### src/rtl/pipe_seq_ctl_pkg.sv
// Shared codes for the pipeline sequencer: pc_gen control codes, sequencer states
// and register-address width.
package pipe_seq_ctl_pkg;

  localparam int REG_AW = 5;

  typedef enum logic [3:0] {
    PC_IGN = 4'd0,
    PC_KEP = 4'd1,
    PC_IRQ = 4'd2,
    PC_RST = 4'd3,
    PC_RET = 4'd4
  } pc_ctl_e;

  typedef enum logic [1:0] {
    ST_RST   = 2'd0,
    ST_RUN   = 2'd1,
    ST_STALL = 2'd2,
    ST_IRQ   = 2'd3
  } seq_state_e;

endpackage

### src/rtl/pipe_seq_ctl_if.sv
// Signal bundle between the ID-stage decoder, the sequencer and pc_gen/reg_array.
// master = sequencer side, slave = decoder/pc_gen side.
interface pipe_seq_ctl_if
  import pipe_seq_ctl_pkg::*;
#(
  parameter int AW = 32
) ();

  logic              ex_load;
  logic [REG_AW-1:0] ex_rd;
  logic [REG_AW-1:0] id_rs;
  logic [REG_AW-1:0] id_rt;
  logic              id_use_rt;
  logic              id_dslot;
  logic              id_ret;
  logic [AW-1:0]     id_pc;
  logic              irq_req;
  logic              irq_en;
  pc_ctl_e           pc_prectl;
  logic              rd_clk_cls;
  logic              ex_bubble;
  logic              id_flush;
  logic              irq_ack;
  logic              in_isr;
  logic [AW-1:0]     zz_spc;

  modport master (
    input  ex_load, ex_rd, id_rs, id_rt, id_use_rt, id_dslot, id_ret, id_pc,
           irq_req, irq_en,
    output pc_prectl, rd_clk_cls, ex_bubble, id_flush, irq_ack, in_isr, zz_spc
  );

  modport slave (
    output ex_load, ex_rd, id_rs, id_rt, id_use_rt, id_dslot, id_ret, id_pc,
           irq_req, irq_en,
    input  pc_prectl, rd_clk_cls, ex_bubble, id_flush, irq_ack, in_isr, zz_spc
  );

endinterface

### src/rtl/hazard_det.sv
// Load-use hazard compare between the EX destination and the ID source registers.
module hazard_det
  import pipe_seq_ctl_pkg::*;
(
  input  logic              ex_load,
  input  logic [REG_AW-1:0] ex_rd,
  input  logic [REG_AW-1:0] id_rs,
  input  logic [REG_AW-1:0] id_rt,
  input  logic              id_use_rt,
  output logic              hazard
);

  // r0 is hardwired zero, so a load targeting it never creates a dependency
  assign hazard = ex_load && (ex_rd != '0) &&
                  ((ex_rd == id_rs) || (id_use_rt && (ex_rd == id_rt)));

endmodule

### src/rtl/pipe_seq_ctl.sv
// Pipeline sequencer: reset hold-off, load-use stall, interrupt entry/return, saved PC.
// Optional PIPE_PERF_EN adds stall_cnt / irq_cnt performance counters.
module pipe_seq_ctl
  import pipe_seq_ctl_pkg::*;
#(
  parameter int RST_CYC = 4,
  parameter int AW      = 32
) (
  input  logic                  clock,
  input  logic                  rst_n,
  pipe_seq_ctl_if.master        bus
`ifdef PIPE_PERF_EN
  ,
  output logic [31:0]           stall_cnt,
  output logic [15:0]           irq_cnt
`endif
);

  seq_state_e    state, state_nxt;
  logic [3:0]    count;
  logic [AW-1:0] spc_q;
  logic          isr_q;
  logic          hazard;
  logic          take;
  logic          ret_clr;
  pc_ctl_e       pc_ctl;
  logic          rd_cls, bubble, flush, ack;

  hazard_det u_hazard_det (
    .ex_load   (bus.ex_load),
    .ex_rd     (bus.ex_rd),
    .id_rs     (bus.id_rs),
    .id_rt     (bus.id_rt),
    .id_use_rt (bus.id_use_rt),
    .hazard    (hazard)
  );

  always_ff @(posedge clock or negedge rst_n) begin
    if (!rst_n) begin
      state <= ST_RST;
      count <= 4'd0;
      spc_q <= '0;
      isr_q <= 1'b0;
    end else begin
      state <= state_nxt;
      // hold-off counter saturates instead of wrapping
      if (state == ST_RST && count != 4'hF)
        count <= count + 4'd1;
      if (take) begin
        spc_q <= bus.id_pc;
        isr_q <= 1'b1;
      end else if (ret_clr) begin
        isr_q <= 1'b0;
      end
    end
  end

  always_comb begin
    state_nxt = state;
    pc_ctl    = PC_IGN;
    rd_cls    = 1'b0;
    bubble    = 1'b0;
    flush     = 1'b0;
    ack       = 1'b0;
    take      = 1'b0;
    ret_clr   = 1'b0;
    case (state)
      ST_RST: begin
        pc_ctl = PC_RST;
        rd_cls = 1'b1;
        bubble = 1'b1;
        flush  = 1'b1;
        if (count >= 4'(RST_CYC - 1))
          state_nxt = ST_RUN;
      end
      ST_RUN: begin
        // hazard wins over irq, so a stalled instruction is never the interrupted one
        if (hazard) begin
          pc_ctl    = PC_KEP;
          rd_cls    = 1'b1;
          bubble    = 1'b1;
          state_nxt = ST_STALL;
        end else begin
          take = bus.irq_req && bus.irq_en && !isr_q && !bus.id_dslot && !bus.id_ret;
          ret_clr = bus.id_ret;
          if (take) begin
            pc_ctl    = PC_IRQ;
            flush     = 1'b1;
            bubble    = 1'b1;
            ack       = 1'b1;
            state_nxt = ST_IRQ;
          end
        end
      end
      ST_STALL: state_nxt = ST_RUN;
      ST_IRQ:   state_nxt = ST_RUN;
      default:  state_nxt = ST_RST;
    endcase
  end

  assign bus.pc_prectl  = pc_ctl;
  assign bus.rd_clk_cls = rd_cls;
  assign bus.ex_bubble  = bubble;
  assign bus.id_flush   = flush;
  assign bus.irq_ack    = ack;
  assign bus.in_isr     = isr_q;
  assign bus.zz_spc     = spc_q;

`ifdef PIPE_PERF_EN
  always_ff @(posedge clock or negedge rst_n) begin
    if (!rst_n) begin
      stall_cnt <= 32'd0;
      irq_cnt   <= 16'd0;
    end else begin
      if (state == ST_STALL)
        stall_cnt <= stall_cnt + 32'd1;
      if (ack)
        irq_cnt <= irq_cnt + 16'd1;
    end
  end
`endif

endmodule

### src/flat_wrapper.sv
// flat-port wrapper written by rule: the top's interface ports become plain ports
module pipe_seq_ctl_flat import pipe_seq_ctl_pkg::*;
#(
  parameter int RST_CYC = 4,
  parameter int AW      = 32
)
  (clock, rst_n, bus_ex_load, bus_ex_rd, bus_id_rs, bus_id_rt, bus_id_use_rt, bus_id_dslot, bus_id_ret, bus_id_pc, bus_irq_req, bus_irq_en, bus_pc_prectl, bus_rd_clk_cls, bus_ex_bubble, bus_id_flush, bus_irq_ack, bus_in_isr, bus_zz_spc);
  pipe_seq_ctl_if #(.AW(AW)) bus_i ();
  input  logic clock;
  input  logic rst_n;
  input wire logic [$bits(bus_i.ex_load)-1:0] bus_ex_load;
  input wire logic [$bits(bus_i.ex_rd)-1:0] bus_ex_rd;
  input wire logic [$bits(bus_i.id_rs)-1:0] bus_id_rs;
  input wire logic [$bits(bus_i.id_rt)-1:0] bus_id_rt;
  input wire logic [$bits(bus_i.id_use_rt)-1:0] bus_id_use_rt;
  input wire logic [$bits(bus_i.id_dslot)-1:0] bus_id_dslot;
  input wire logic [$bits(bus_i.id_ret)-1:0] bus_id_ret;
  input wire logic [$bits(bus_i.id_pc)-1:0] bus_id_pc;
  input wire logic [$bits(bus_i.irq_req)-1:0] bus_irq_req;
  input wire logic [$bits(bus_i.irq_en)-1:0] bus_irq_en;
  output wire logic [$bits(bus_i.pc_prectl)-1:0] bus_pc_prectl;
  output wire logic [$bits(bus_i.rd_clk_cls)-1:0] bus_rd_clk_cls;
  output wire logic [$bits(bus_i.ex_bubble)-1:0] bus_ex_bubble;
  output wire logic [$bits(bus_i.id_flush)-1:0] bus_id_flush;
  output wire logic [$bits(bus_i.irq_ack)-1:0] bus_irq_ack;
  output wire logic [$bits(bus_i.in_isr)-1:0] bus_in_isr;
  output wire logic [$bits(bus_i.zz_spc)-1:0] bus_zz_spc;
  assign bus_i.ex_load = bus_ex_load;
  assign bus_i.ex_rd = bus_ex_rd;
  assign bus_i.id_rs = bus_id_rs;
  assign bus_i.id_rt = bus_id_rt;
  assign bus_i.id_use_rt = bus_id_use_rt;
  assign bus_i.id_dslot = bus_id_dslot;
  assign bus_i.id_ret = bus_id_ret;
  assign bus_i.id_pc = bus_id_pc;
  assign bus_i.irq_req = bus_irq_req;
  assign bus_i.irq_en = bus_irq_en;
  assign bus_pc_prectl = bus_i.pc_prectl;
  assign bus_rd_clk_cls = bus_i.rd_clk_cls;
  assign bus_ex_bubble = bus_i.ex_bubble;
  assign bus_id_flush = bus_i.id_flush;
  assign bus_irq_ack = bus_i.irq_ack;
  assign bus_in_isr = bus_i.in_isr;
  assign bus_zz_spc = bus_i.zz_spc;
  pipe_seq_ctl #(.RST_CYC(RST_CYC), .AW(AW)) u_core (.clock(clock), .rst_n(rst_n), .bus(bus_i));
endmodule
### config.mk
export PLATFORM = sky130hd
export DESIGN_NAME = pipe_seq_ctl_flat
export DESIGN_NICKNAME = d
export VERILOG_FILES = /design/src/rtl/pipe_seq_ctl_pkg.sv /design/src/rtl/pipe_seq_ctl_if.sv /design/src/rtl/hazard_det.sv /design/src/rtl/pipe_seq_ctl.sv /design/src/flat_wrapper.sv
export SDC_FILE = /design/constraint.sdc
export NUM_CORES = 1
export LEC_CHECK = 0
export ABC_AREA = 0
export CORE_MARGIN = 2
export CORE_UTILIZATION = 25
export CTS_CLUSTER_DIAMETER = 50
export DETAILED_ROUTE_END_ITERATION = 16
export SLEW_MARGIN = 20
export SYNTH_ARGS = -nofsm -noshare
export SYNTH_HDL_FRONTEND = slang
export SYNTH_SLANG_ARGS = --single-unit
### constraint.sdc
create_clock -name clock -period 2.6 [get_ports clock]
set_clock_uncertainty 0.1 [all_clocks]
set_input_delay 0.52 -clock clock [delete_from_list [all_inputs] [get_ports clock]]
set_output_delay 0.52 -clock clock [all_outputs]
set_load 0.005 [all_outputs]
==> metrics.cfg <==
[status]
status=finished clean

[min_path]
worstHoldPathType=in2async

[critical_path]
end_kind=output port
crit_chain=clkdlybuf4s50_1 > or4_4 > nor2_4 > o21ai_4 > inv_1 > buf_2
r2r_end=u_core.bus.zz_spc[25]
cp_max_fo=4
start_kind=primary input
crit_required_ns=1.98
r2r-start=u_core.bus.in_isr
worstPathArrival_ns=1.92
r2r_cells=5
r2r_setup_slack_ns=0.60
cp_slowest_stage_delay_ns=0.59
criticalPathCategory=in2out
crit_slowest_cell=or4_4

[power]
clkPwrFrac_pct=20.3
power.switching_mw=0.605
p_leak_nw=1.42
intPower_mw=1.86
ir_drop_uv=322
power_density_nw_per_um2=823
power_mw=2.47
switching_share_pct=24.5
comb_power_share_pct=39.4
pwr-share-seq_pct=40.3

[run]
max_cap_viol_count=0

[floorplanning]
io_pins=96
rows=31
initial_core_util_pct=25.4
die_h_um=89.4
die_w_um=89.4
fp.dieArea_um2=8000
core-area_um2=7180

[yosys]
ys.flop_type=dfrtp_1
yosysWarningCount=0
synthTopCellsByArea=dfrtp_1 53%, mux2_4 24%, xor2_1 4.8%, mux2_2 2.5%, buf_6 1.9%
avgSynthCellArea_um2=15.1
ys_seq_area_share_pct=53.5
synth-edff-count=0
yosys.area.top_type=dfrtp_1
synthArstFlopShare_pct=100
synth_top_cell_area_share_pct=53.5
synth.distinct_cells=28
synth_cells=121
ys_seq_elements=39
syn_area_um2=1820

[layout]
fillers=698
final_area_um2=3000
layout-drive-gt1-share_pct=33.8
synthToLayoutAreaGrowth_pct=64.3
regArea_um2=976
multi_input_area_um2=810
mostFrequentLayoutCell=clkdlybuf4s50_1
final_cell_mix=71 x clkdlybuf4s50_1, 39 x dfrtp_1, 29 x mux2_4, 11 x buf_4, 10 x xor2_1
fin_cells=327
diodes=0
fin_nets=283

[timing]
finalHoldViolations=0
fmax_mhz=394
relSlewSlack_pct=42.7
finalCriticalPeriod_ns=2.54
timing.final.crit_share_pct=97.5
worstMarginPinSlew_ns=0.860
rsz0062_at_grt=true
report.final.slew_viol_count=0
setup_ws_ns=0.0646
fin_setup_tns_ns=0
setup-violations-final=0

[grt]
grt_pass1_vias=1336
grt_pass1_wl_um=6390
grt_max_degree=40
track_usage_pct=10.4
overflow=0
antenna_found_initial=0

[place]
place_ws_ns=-0.700
hpwl_um=3030
globalplace.congestion=0.825
numPortBuffers=93
place_area_um2=2890
dpl.cell_count=317

[drt]
num_vias=1322
drc=0
drt_iter0_drc=45
avgRoutedWirePerCell_um=12.5
dr.pass1.iters=3
routed_wl_um=4100
drtAntennaViolNets=0
routed_via_density=4.04

[clocking]
numCtsBuffers=5
root_buffer=clkbuf_8
clk_path_buf_depth=2
cts_tree=yes
cts_hold_buf=0
insertion_delay_ns=0.28
h-tree-depth=2
clock-sinks=39
clkTransAtPathRegs_ns=0.08

[sequential cells by signal, indices dropped and copies added, names as in the netlist]
register and flops:
u_core.count 4, u_core.bus.in_isr 1, u_core.state 2, u_core.bus.zz_spc 32
[layout make-up]
cell class              count  area share, %
repair buffers            105           32.4
flip-flops and latches     39           32.6
well taps                  99           4.13
clock inverters             3           1.46
multi-input cells          75           27.0
clock buffers               5           2.30
inverters                   1          0.125
[power groups by stage]
| stage | Combinational, mW | Sequential, mW | Clock, mW |
|---|---|---|---|
| 6_report | 0.971 | 0.995 | 0.501 |
| 5_1_grt | 1.06 | 1.03 | 0.547 |
| 3_3_place_gp | 0.991 | 0.998 | 0 |
| 4_1_cts | 0.987 | 0.997 | 0.529 |
| 3_5_place_dp | 0.995 | 1.00 | 0 |
| 2_1_floorplan | 0.388 | 1.01 | 0 |
[cell families (layout without fill, tap and decap cells)]
family | after synthesis | count (layout) | synth area share [%]
AOI/OAI and AO/OA | 11 | 11 | 4.66
and+or+nand+nor | 15 | 15 | 4.66
xor gates and xnor gates | 13 | 13 | 6.24
muxes | 33 | 33 | 26.3
other | 1 | 2 | 0.206
adders and majority gates | 1 | 1 | 0.686
DFF | 39 | 39 | 53.5
buffers and inverters | 8 | 114 | 3.70
[cells in the mapped netlist, types with 2 or more instances]
library cell / n
mux2_4: 29
a31oi_1: 2
nor4_1: 2
a21oi_1: 3
dfrtp_1: 39
buf_4: 4
or4_1: 2
nor2_1: 2
nand2_1: 2
xnor2_1: 3
buf_6: 3
mux2_2: 4
xor2_1: 10
or2_2: 2
[how the worst max path moves through the flow]
stage | to | slack [ns] | startpoint
after global routing | bus_ex_bubble | -0.01 | bus_id_rt[3]
after detailed placement | bus_rd_clk_cls | -0.70 | bus_ex_rd[3]
after floorplan | bus_pc_prectl[1] | 0.12 | bus_ex_rd[1]
final | bus_irq_ack | 0.06 | bus_id_ret
after global placement | bus_rd_clk_cls | -0.65 | bus_ex_rd[3]
after CTS | bus_ex_bubble | 0.002 | bus_id_rt[2]
[timing repair]
item	4_1_cts	5_1_grt
endpoints found under the hold margin	0	0
endpoints found under the setup margin	38	8
cloned	0	0
resized for setup	52	19
setup buffers	3	0
pin swaps	10	11
[critical path, delay by kind of cell]
family	cells	cell delay, ns
AND/OR/NAND/NOR	2	0.75
buffers and inverters	3	0.59
AO/OA/AOI/OAI	1	0.07
[layer usage]
layer  up-vias  track usage [%]  part of all wire, %
li1        633                -                    -
met1       635             13.5                   43
met2        43             16.0                   50
met3        11             3.23                  5.0
met4         0             4.75                  2.1
met5         -                0                    0
[stage by stage]
stage	util (%)	hold slack (ns)
2_1_floorplan	-	0.124
3_3_place_gp	40.3	0.382
3_5_place_dp	40.3	0.389
4_1_cts	41.7	0.269
5_1_grt	41.8	0.306
6_report	41.8	0.237
(Power assumes the default switching activity.)
